--- src/rtl/vm_pkg.sv ---
// Shared types and helpers for the N-candidate voting machine.
// Holds the controller state encoding and the lone-button detector.
package vm_pkg;

  localparam int MAX_CAND = 16;

  typedef enum logic [2:0] {
    LOCKED,
    ARMED,
    QUALIFY,
    RELEASE,
    SCAN,
    RESULT
  } vm_state_e;

  typedef struct packed {
    logic       valid;
    logic [3:0] idx;
  } onehot_t;

  // valid only when exactly one bit is set; idx is that bit's position
  function automatic onehot_t onehot_single(input logic [MAX_CAND-1:0] vec);
    onehot_t    res;
    logic [4:0] cnt;
    res.valid = 1'b0;
    res.idx   = '0;
    cnt       = '0;
    for (int i = 0; i < MAX_CAND; i++) begin
      if (vec[i]) begin
        cnt     = cnt + 5'd1;
        res.idx = 4'(i);
      end
    end
    res.valid = (cnt == 5'd1);
    return res;
  endfunction

endpackage

--- src/rtl/vm_winner_scan.sv ---
// Sequential winner/tie scanner: walks the tally file one index per cycle.
// The lowest index wins ties; done is high during the last visit.
module vm_winner_scan
  import vm_pkg::*;
#(
  parameter int NUM_CAND = 4,
  parameter int CNT_W    = 8,
  parameter int IDX_W    = 2
) (
  input  logic             clk_sys,
  input  logic             rst_b,
  input  logic             start,
  input  logic             abort,
  output logic [IDX_W-1:0] rd_idx,
  input  logic [CNT_W-1:0] rd_data,
  output logic [IDX_W-1:0] winner_idx,
  output logic             tie,
  output logic             done
);

  localparam logic [IDX_W-1:0] LAST_IDX = IDX_W'(NUM_CAND - 1);

  logic             busy;
  logic [IDX_W-1:0] idx_q;
  logic [IDX_W-1:0] best_q, best_n;
  logic [CNT_W-1:0] max_q, max_n;
  logic             tie_q, tie_n;
  logic             take;

  assign rd_idx = idx_q;
  assign done   = busy && (idx_q == LAST_IDX);

  // index 0 always seeds the running maximum
  always_comb begin
    take   = (idx_q == '0) || (rd_data > max_q);
    best_n = best_q;
    max_n  = max_q;
    tie_n  = tie_q;
    if (take) begin
      best_n = idx_q;
      max_n  = rd_data;
      tie_n  = 1'b0;
    end else if (rd_data == max_q) begin
      tie_n = 1'b1;
    end
  end

  always_ff @(posedge clk_sys or negedge rst_b) begin
    if (!rst_b) begin
      busy       <= 1'b0;
      idx_q      <= '0;
      best_q     <= '0;
      max_q      <= '0;
      tie_q      <= 1'b0;
      winner_idx <= '0;
      tie        <= 1'b0;
    end else if (abort) begin
      busy       <= 1'b0;
      idx_q      <= '0;
      winner_idx <= '0;
      tie        <= 1'b0;
    end else if (start) begin
      busy       <= 1'b1;
      idx_q      <= '0;
      winner_idx <= '0;
      tie        <= 1'b0;
    end else if (busy) begin
      best_q <= best_n;
      max_q  <= max_n;
      tie_q  <= tie_n;
      if (done) begin
        busy       <= 1'b0;
        winner_idx <= best_n;
        tie        <= tie_n;
      end else begin
        idx_q <= idx_q + 1'b1;
      end
    end
  end

endmodule

--- src/rtl/voting_machine_nch.sv ---
// N-candidate voting machine: armed ballots, held-button qualification,
// saturating tallies and a result mode with winner scan and tally display.
//
// state   | meaning
// LOCKED  | no ballot open, buttons ignored
// ARMED   | ballot open, waiting for a lone button
// QUALIFY | lone button being timed by hold_cnt
// RELEASE | vote committed, waiting for all buttons low
// SCAN    | result mode, winner scan in progress
// RESULT  | result mode, winner outputs valid
module voting_machine_nch
  import vm_pkg::*;
#(
  parameter  int NUM_CAND    = 4,
  parameter  int CNT_W       = 8,
  parameter  int HOLD_CYCLES = 16,
  localparam int IDX_W       = $clog2(NUM_CAND)
) (
  input  logic                clk,
  input  logic                reset,
  input  logic                mode,
  input  logic                ballot_arm,
  input  logic [NUM_CAND-1:0] cand_button,
  input  logic [IDX_W-1:0]    sel_cand,
  output logic                vote_ack,
  output logic                armed,
  output logic [IDX_W-1:0]    winner_idx,
  output logic                winner_valid,
  output logic                tie,
  output logic                sat_flag,
  output logic [CNT_W-1:0]    LEDs
);

  localparam int               HOLD_W    = $clog2(HOLD_CYCLES + 1);
  localparam logic [CNT_W-1:0] TALLY_MAX = '1;

  vm_state_e           state, state_n;
  logic [HOLD_W-1:0]   hold_cnt, hold_n;
  logic [IDX_W-1:0]    cap_idx, cap_n;
  logic [CNT_W-1:0]    tally [NUM_CAND];
  logic                commit, scan_start, scan_abort, scan_done;
  logic [IDX_W-1:0]    scan_rd_idx;
  logic [CNT_W-1:0]    scan_rd_data;
  logic [NUM_CAND-1:0] cap_mask;
  logic                sel_ok;
  onehot_t             press;

  assign press    = onehot_single(MAX_CAND'(cand_button));
  assign cap_mask = NUM_CAND'(1) << cap_idx;
  assign sel_ok   = ({1'b0, sel_cand} < (IDX_W + 1)'(NUM_CAND));

  always_comb begin
    state_n    = state;
    hold_n     = hold_cnt;
    cap_n      = cap_idx;
    commit     = 1'b0;
    scan_start = 1'b0;
    scan_abort = 1'b0;
    case (state)
      LOCKED:  if (ballot_arm) state_n = ARMED;
      ARMED: begin
        if (press.valid) begin
          state_n = QUALIFY;
          cap_n   = IDX_W'(press.idx);
          hold_n  = HOLD_W'(1);
        end
      end
      QUALIFY: begin
        if (cand_button == cap_mask) begin
          if (hold_cnt == HOLD_W'(HOLD_CYCLES)) begin
            commit  = 1'b1;
            state_n = RELEASE;
            hold_n  = '0;
          end else begin
            hold_n = hold_cnt + HOLD_W'(1);
          end
        end else begin
          state_n = ARMED;
          hold_n  = '0;
        end
      end
      RELEASE: if (cand_button == '0) state_n = LOCKED;
      SCAN: begin
        if (!mode) begin
          state_n    = LOCKED;
          scan_abort = 1'b1;
        end else if (scan_done) begin
          state_n = RESULT;
        end
      end
      RESULT: begin
        if (!mode) begin
          state_n    = LOCKED;
          scan_abort = 1'b1;
        end
      end
      default: state_n = LOCKED;
    endcase
    // entering result mode cancels any open ballot, including a vote about to commit
    if (mode && state != SCAN && state != RESULT) begin
      state_n    = SCAN;
      hold_n     = '0;
      commit     = 1'b0;
      scan_start = 1'b1;
    end
  end

  always_ff @(posedge clk or negedge reset) begin
    if (!reset) begin
      state    <= LOCKED;
      hold_cnt <= '0;
      cap_idx  <= '0;
      vote_ack <= 1'b0;
      sat_flag <= 1'b0;
      for (int i = 0; i < NUM_CAND; i++) tally[i] <= '0;
    end else begin
      state    <= state_n;
      hold_cnt <= hold_n;
      cap_idx  <= cap_n;
      vote_ack <= commit;
      if (commit) begin
        if (tally[cap_idx] == TALLY_MAX) sat_flag <= 1'b1;
        else tally[cap_idx] <= tally[cap_idx] + 1'b1;
      end
    end
  end

  assign scan_rd_data = tally[scan_rd_idx];

  vm_winner_scan #(
    .NUM_CAND (NUM_CAND),
    .CNT_W    (CNT_W),
    .IDX_W    (IDX_W)
  ) u_scan (
    .clk_sys    (clk),
    .rst_b      (reset),
    .start      (scan_start),
    .abort      (scan_abort),
    .rd_idx     (scan_rd_idx),
    .rd_data    (scan_rd_data),
    .winner_idx (winner_idx),
    .tie        (tie),
    .done       (scan_done)
  );

  assign armed        = (state == ARMED) || (state == QUALIFY);
  assign winner_valid = (state == RESULT);

  always_comb begin
    LEDs = '0;
    case (state)
      RESULT:  if (sel_ok) LEDs = tally[sel_cand];
      ARMED:   LEDs[0] = 1'b1;
      QUALIFY: LEDs[1] = 1'b1;
      RELEASE: LEDs[2] = 1'b1;
      default: LEDs = '0;
    endcase
  end

endmodule

--- config.mk ---
export PLATFORM = sky130hd
export DESIGN_NAME = voting_machine_nch
export DESIGN_NICKNAME = d
export VERILOG_FILES = /design/src/rtl/vm_pkg.sv /design/src/rtl/vm_winner_scan.sv /design/src/rtl/voting_machine_nch.sv
export SDC_FILE = /design/constraint.sdc
export NUM_CORES = 1
export LEC_CHECK = 0
export ABC_AREA = 1
export CAP_MARGIN = 10
export CORE_MARGIN = 3
export CORE_UTILIZATION = 60
export CTS_CLUSTER_SIZE = 16
export DETAILED_ROUTE_END_ITERATION = 10
export PLACE_DENSITY = 0.76
export SLEW_MARGIN = 25
export SYNTH_ARGS = -nofsm -noshare
export SYNTH_HDL_FRONTEND = slang
export SYNTH_SLANG_ARGS = --single-unit
--- constraint.sdc ---
create_clock -name clk -period 3.5 [get_ports clk]
set_input_delay 0.525 -clock clk [delete_from_list [all_inputs] [get_ports clk]]
set_output_delay 0.525 -clock clk [all_outputs]
set_load 0.02 [all_outputs]
Word level (Yosys, flattened, before mapping):

Index checks and enable logic that the tools add are counted.

* equal/unequal tests: 20
* magnitude comparators: 5
* muxes and demuxes: 64
* bitwise gates (word level): 6
* reduce and logical (&&, ||, !) cells: 22
* $add $sub $neg: 6
* shift operators: 1

Operators with widths (number)
* 2-to-1 mux 8 bit: 7
* binary-select mux 8 bit (select 2 bit): 3
* 2-to-1 mux 5 bit: 8
* bitwise mux 32 bit: 1
* 2-to-1 mux 3 bit: 9
* 2-to-1 mux 2 bit: 11
* adder 5 x 1 -> 5 bit, second input constant: 4
* 2-to-1 mux 1 bit: 19
* != test 3 bit, second input constant: 6
* case mux 3 bit (6 select lines): 1
* demux 8 bit (select 2 bit): 1
* AND reduction 2 bit: 6
* case mux 5 bit (2 select lines): 1
* greater-or-equal comparator 3 bit, second input constant: 3
* NOT 2 -> 3 bit: 3
* nonzero test 3 bit: 3
* adder 8 x 1 -> 8 bit, second input constant: 1
* == test 8 bit: 1
* == test 8 bit, second input constant: 1
* > comparator 8 bit: 1
* != test 4 bit, second input constant: 2
* == test 3 x 2 -> 1 bit, second input constant: 2
* == test 3 bit, second input constant: 2
* case mux 1 bit (2 select lines): 3
* 19 further kinds: 25

* bits of input ports: 10
* word-level logic and storage cells: 140
* flip-flop bits (word level): 61
* output and inout port bits: 15

Depth between registers and ports, before layout:

* depth after elaboration: 11
* depth in mapped cells: 18
* mapped depth without buffers: 15

Hierarchy:

From an unflattened synthesis, not the netlist that was laid out.

* cell total of the unflattened synthesis: 611
* area total of the unflattened synthesis: 4224.1 sq um

Modules (own cells, without submodules)
* voting_machine_nch: instances 1, sequential area each 1101.1 sq um, cells each 483, area an instance 3169.3 sq um
* vm_winner_scan: instances 1, sequential area each 425.4 sq um, cells each 128, area an instance 1054.8 sq um

Worst setup path after synthesis:

OpenSTA, ideal clock, no wires.

* path type: flip-flop to flip-flop
* start point: register u_scan.idx_q[0], in the netlist u_scan.rd_idx[0]
* end point: register u_scan.best_q[1]
* cell stages (with the launch flop): 18
* library setup time: 0.113 ns
* path buffers: 3
* clock period less this slack: 2.446 ns
* path slack: 1.054 ns
* required time: 3.387 ns
* arrival: 2.333 ns
* cell sequence: dfrtp_1 clkbuf_1 inv_1 clkbuf_1 a21oi_1 o21ai_0 o21ai_0 ha_1 nand2_1 nor2_1 nand2_1 nand2_1 nand2_1 nand2_1 clkbuf_1 nand3_1 nand2_1 inv_1

* cells in the longest elaborated chain, start to end: 7
* elaborated cells on any way between the ends: 8
* classes of those cells: order compare (1); mux (4); bitwise (1); reduce/logical (2)

Ends and longest elaborated chain
* start: declaration: RTL line vm_winner_scan.sv:24 `logic [IDX_W-1:0] idx_q;`
* start signal: assignment: RTL line vm_winner_scan.sv:76 `idx_q <= idx_q + 1'b1;`
* NOT 2 -> 3 bit (not written as such): RTL line voting_machine_nch.sv:128 `assign scan_rd_data = tally[scan_rd_idx];`
* binary-select mux 8 bit (select 2 bit): RTL line voting_machine_nch.sv:128
* 2-to-1 mux 8 bit (not written as such) (2 in a row): RTL line voting_machine_nch.sv:128
* via scan_rd_data[7]: RTL line voting_machine_nch.sv:43 `logic [CNT_W-1:0] scan_rd_data;`
* > comparator 8 bit: RTL line vm_winner_scan.sv:35 `take = (idx_q == '0) || (rd_data > max_q);`
* logical OR 1 bit: RTL line vm_winner_scan.sv:35
* 2-to-1 mux 2 bit: RTL line vm_winner_scan.sv:39 `if (take) begin`
* end signal: assignment: RTL line vm_winner_scan.sv:68 `best_q <= best_n;`
* end: declaration: RTL line vm_winner_scan.sv:25 `logic [IDX_W-1:0] best_q, best_n;`

The timed path passes the listed nets, and every way through them passes these cells. The select of a mux whose other input is x is not followed.
A chain may end at the register's enable or synchronous reset.

Worst setup path in the final report:

* start point: input sel_cand[1]
* end point: output LEDs[0]

* cells in the longest elaborated chain, start to end: 5

Ends and longest elaborated chain
* start: declaration: RTL line voting_machine_nch.sv:24 `input logic [IDX_W-1:0] sel_cand,`
* NOT 2 -> 3 bit (not written as such): RTL line voting_machine_nch.sv:152 `RESULT: if (sel_ok) LEDs = tally[sel_cand];`
* binary-select mux 8 bit (select 2 bit): RTL line voting_machine_nch.sv:152
* 2-to-1 mux 8 bit (not written as such) (2 in a row): RTL line voting_machine_nch.sv:152
* case mux 1 bit (2 select lines): RTL line voting_machine_nch.sv:151 `case (state)`
* end: declaration: RTL line voting_machine_nch.sv:31 `output logic [CNT_W-1:0] LEDs`

Every way passes these cells. The select of a mux whose other input is x is not followed.

==> Implementation_results.wiki <==
{| class="wikitable"
! Metric !! Value
|-
| Status || finished clean
|-
| CTS tree || yes
|-
| Nature of the critical path startpoint || input port
|-
| Via density || 5.57
|-
| Hold slack final || 0.105 ns
|-
| Max H-tree Level || 3
|-
| Simple-gate share of the synthesized area || 37.8%
|-
| Final hold violations || 0
|-
| Violation count after the first detailed-routing iteration || 273
|-
| Sw Ratio || between 40% and 50%
|-
| Crit path time final || 3.07 ns
|-
| Most used flip-flop cell after synthesis || sky130_fd_sc_hd__dfrtp_1
|-
| Number of setup violations in the final report || 0
|-
| Number of maximum-capacitance constraint violations || 0
|-
| Synthesized flop and latch total || 61
|-
| Area added between synthesis and finish || 11.7%
|-
| Max Fclk || 326 MHz
|-
| Share of power burned in combinational logic || 43.0%
|-
| Final clock period utilization by the worst path || 87.6%
|-
| Count of flip-flops with a built-in enable after synthesis || 0
|-
| # IOs || 25
|-
| Worst path required time || approximately 3 ns
|-
| Worst min-delay path category || input port to async pin
|-
| Syn Nets || 658
|-
| DIE WIDTH || 90.1 um
|-
| Total number of clock tree sinks || 61
|-
| Slew Limit Headroom || 54.2%
|-
| Distinct cell type count of the synthesized netlist || 30
|-
| Largest fanout of any net on the critical path || 8
|-
| Post-CTS Setup Repair Bufs || 0
|-
| Busiest layer in global routing || met2
|-
| Half-perimeter wire length after detailed placement || 7850 um
|-
| Number of I/O port buffers || 24
|-
| Global Route Usage Sum || 28.3%
|-
| Power per standard cell area || 586 nW/um^2
|-
| Setup total negative slack || 0 ns
|-
| Clock network fraction of design power || 23.9%
|-
| Vias in the first global route || 3877
|-
| Wire length reported by the detailed router || 11000 um
|-
| Synth warn || 0
|-
| Final routed wire length divided by cell count || about 15 um
|-
| Setup repair after global routing missed its margin || false
|-
| Synthesized area || 4250 um^2
|-
| Slew Limit Fails || 0
|-
| Largest cells by area after synthesis || sky130_fd_sc_hd__dfrtp_1 36%, sky130_fd_sc_hd__nand2_1 20%, sky130_fd_sc_hd__nand3_1 9.0%
|-
| Most used cells in the layout excluding fill and tap cells || 224 x sky130_fd_sc_hd__nand2_1, 76 x sky130_fd_sc_hd__nand3_1, 61 x sky130_fd_sc_hd__dfrtp_1
|-
| Leftover overflow at the end of global routing || 0
|-
| Final GP Congestion || 0.939
|-
| FFs w/ async S/R, synth || 100%
|-
| Share of synthesized cell area in full adder, half adder and majority cells || approximately 4.7%
|-
| Sequential cell fraction of total power || approximately 33%
|-
| Number of optimization iterations in the first detailed-route pass || 4
|-
| Die ar. || 8120 um^2
|-
| Type of element capturing the critical path || output pin
|-
| Post-Syn Instances || 632
|-
| Reported net switching power || 1.23 mW
|-
| Cell at the root of the clock tree || sky130_fd_sc_hd__clkbuf_8
|-
| XOR/XNOR share of the synthesized area || about 1.4%
|-
| Mean Syn Cell Area || 6.72 um^2
|-
| Leakage power || 2.42 nW
|-
| Register area share after synthesis || a little over a third
|-
| CTS Hold Buffers Added || 0
|-
| Global-route wire length before repair || 18600 um
|-
| Main combinational cell family by area after synthesis || simple AND/OR/NAND/NOR gates
|-
| Antenna Diode Count || 0
|-
| Source-to-sink clock delay at the later pin of the worst-skew pair || 0.34 ns
|-
| Core region area || just under 7000 um^2
|-
| Met1 routing resource usage after global routing || between 30% and 40%
|-
| Max Clock Skew || around 0.0054 ns
|-
| Data arrival time of the critical path || around 2.5 ns
|-
| Crit Path Class || input port to output pin
|-
| Biggest area consumer among synthesized cells || sky130_fd_sc_hd__dfrtp_1
|-
| Complex-gate fraction of the synthesized area || 11.3%
|-
| Pin count of the biggest net entering global routing || 45
|-
| Number of fill cells in the layout || 632
|-
| Vertical extent of the die || 90.1 um
|-
| Leading cell type in the layout, fill and taps excluded || sky130_fd_sc_hd__nand2_1
|-
| Mux contribution to synthesized area || 0%
|-
| Maximum resistive drop on vdd || 0.477 mV
|-
| Cell-internal power || roughly 1.5 mW
|-
| Number of nets with antenna violations after routing || 0
|-
| Net total in the final layout || 680
|-
| Layout cells sized above 1 || under 10%
|-
| Vias || 4207
|-
| Antenna violations before repair || 0
|-
| # resized after CTS || 0
|-
| Clock Pin Slew Worst Setup and Hold Paths || 0.07 ns
|-
| CTS buffer count || 9
|-
| Buffers from clock root to sink, at most || 2
|-
| Actual slew at the worst max-slew pin || 0.687 ns
|-
| Post-detailed-route DRC marker count || 0
|-
| Met2 track demand over resource || 45.6%
|-
| Proportion of netlist area held by the largest area contributor || 35.9%
|-
| Effective utilization at floorplan || approximately 62%
|-
| Met3 Track Usage GR || roughly 5.5%
|-
| Placement row count || 30
|}
## sequential cells by signal, indices dropped and copies added (netlist names)
register / count
cap_idx: 2
hold_cnt: 5
sat_flag: 1
state: 3
tally: 32
u_scan.best_q: 2
u_scan.busy: 1
u_scan.max_q: 8
u_scan.rd_idx: 2
u_scan.tie: 1
u_scan.tie_q: 1
u_scan.winner_idx: 2
vote_ack: 1
## path summary, 6_finish.rpt
check | startpoint | endpoint | slack (ns) | depth (start not counted)
worst max-delay path | sel_cand[1] | LEDs[0] | 0.43 | 6
worst min-delay path | reset | u_scan.max_q[6]$_DFFE_PN0P_ | 0.11 | 1
min in group clk | u_scan.max_q[6]$_DFFE_PN0P_ | u_scan.max_q[6]$_DFFE_PN0P_ | 0.47 | 2
worst max register to register | u_scan.rd_idx[1]$_DFFE_PN0P_ | u_scan.best_q[1]$_DFFE_PN0P_ | 0.66 | 14
worst min register to register | u_scan.max_q[6]$_DFFE_PN0P_ | u_scan.max_q[6]$_DFFE_PN0P_ | 0.47 | 2
max in group asynchronous | reset | tally[9]$_DFFE_PN0P_ | 2.51 | 2
## final cells by class
type	instances	area (um^2)	area share (%)
clock buffers	11	151	3.19
clock inverters	5	58.8	1.24
inverters	59	221	4.67
multi-input cells	488	2350	49.5
flip-flops and latches	61	1530	32.2
well taps	96	120	2.53
repair buffers	35	318	6.70
## worst max-delay path, cell delays in order
cell and delay [ns]:
sky130_fd_sc_hd__clkdlybuf4s50_1 0.66, sky130_fd_sc_hd__clkinv_1 0.16, sky130_fd_sc_hd__a21oi_1 0.13, sky130_fd_sc_hd__o21ai_0 0.12, sky130_fd_sc_hd__a311oi_1 0.29, sky130_fd_sc_hd__clkdlybuf4s50_1 0.66
## cell families after synthesis
kind of cell / count (synthesis)
adders and majority gates: 16
DFF: 61
xor gates and xnor gates: 7
AOI/OAI and AO/OA: 92
buffers and inverters: 83
and+or+nand+nor: 373
## metrics by stage
step	util, %	total power, mW	std cells	setup slack (ns)	instance area [um^2]
2_1_floorplan	-	1.81	632	1.05	4250
3_3_place_gp	66.4	2.08	739	0.482	4530
3_5_place_dp	66.4	2.11	739	0.476	4530
4_1_cts	69.4	2.78	755	0.456	4740
5_1_grt	69.4	3.00	755	0.337	4740
6_report	69.4	2.78	755	0.433	4740
## synthesized netlist by cell type (2+ instances only)
library cell	number
sky130_fd_sc_hd__a21oi_1	29
sky130_fd_sc_hd__dfrtp_1	61
sky130_fd_sc_hd__buf_2	4
sky130_fd_sc_hd__clkbuf_1	11
sky130_fd_sc_hd__o21ai_0	54
sky130_fd_sc_hd__nand2_1	224
sky130_fd_sc_hd__xnor2_1	2
sky130_fd_sc_hd__nand4_1	5
sky130_fd_sc_hd__clkinv_1	4
sky130_fd_sc_hd__and2_1	2
sky130_fd_sc_hd__nor3_1	3
sky130_fd_sc_hd__nor2_4	2
sky130_fd_sc_hd__nand3_1	76
sky130_fd_sc_hd__buf_4	3
sky130_fd_sc_hd__nor2_2	5
sky130_fd_sc_hd__o22ai_1	4
sky130_fd_sc_hd__buf_6	6
sky130_fd_sc_hd__inv_1	54
sky130_fd_sc_hd__ha_1	16
sky130_fd_sc_hd__nand3_2	8
sky130_fd_sc_hd__nor2_1	46
sky130_fd_sc_hd__xor2_1	5
## power groups by stage
stage | logic, mW | clock network (mW) | registers, mW
floorplan | 0.945 | 0 | 0.862
global placement | 1.16 | 0 | 0.926
detailed placement | 1.18 | 0 | 0.927
CTS | 1.19 | 0.679 | 0.915
global route | 1.36 | 0.712 | 0.930
finish | 1.20 | 0.664 | 0.920
## layer usage
| layer | share of wire (%) | vias to the layer above | wire [um] |
|---|---|---|---|
| met5 | 0 | - | 0 |
| met2 | 48 | 152 | 5220 |
| met1 | 45 | 1945 | 4900 |
| met3 | 6.5 | 14 | 712 |
| li1 | - | 2096 | - |
| met4 | 1.3 | 0 | 140 |
Power figures use the tool's default switching activity.
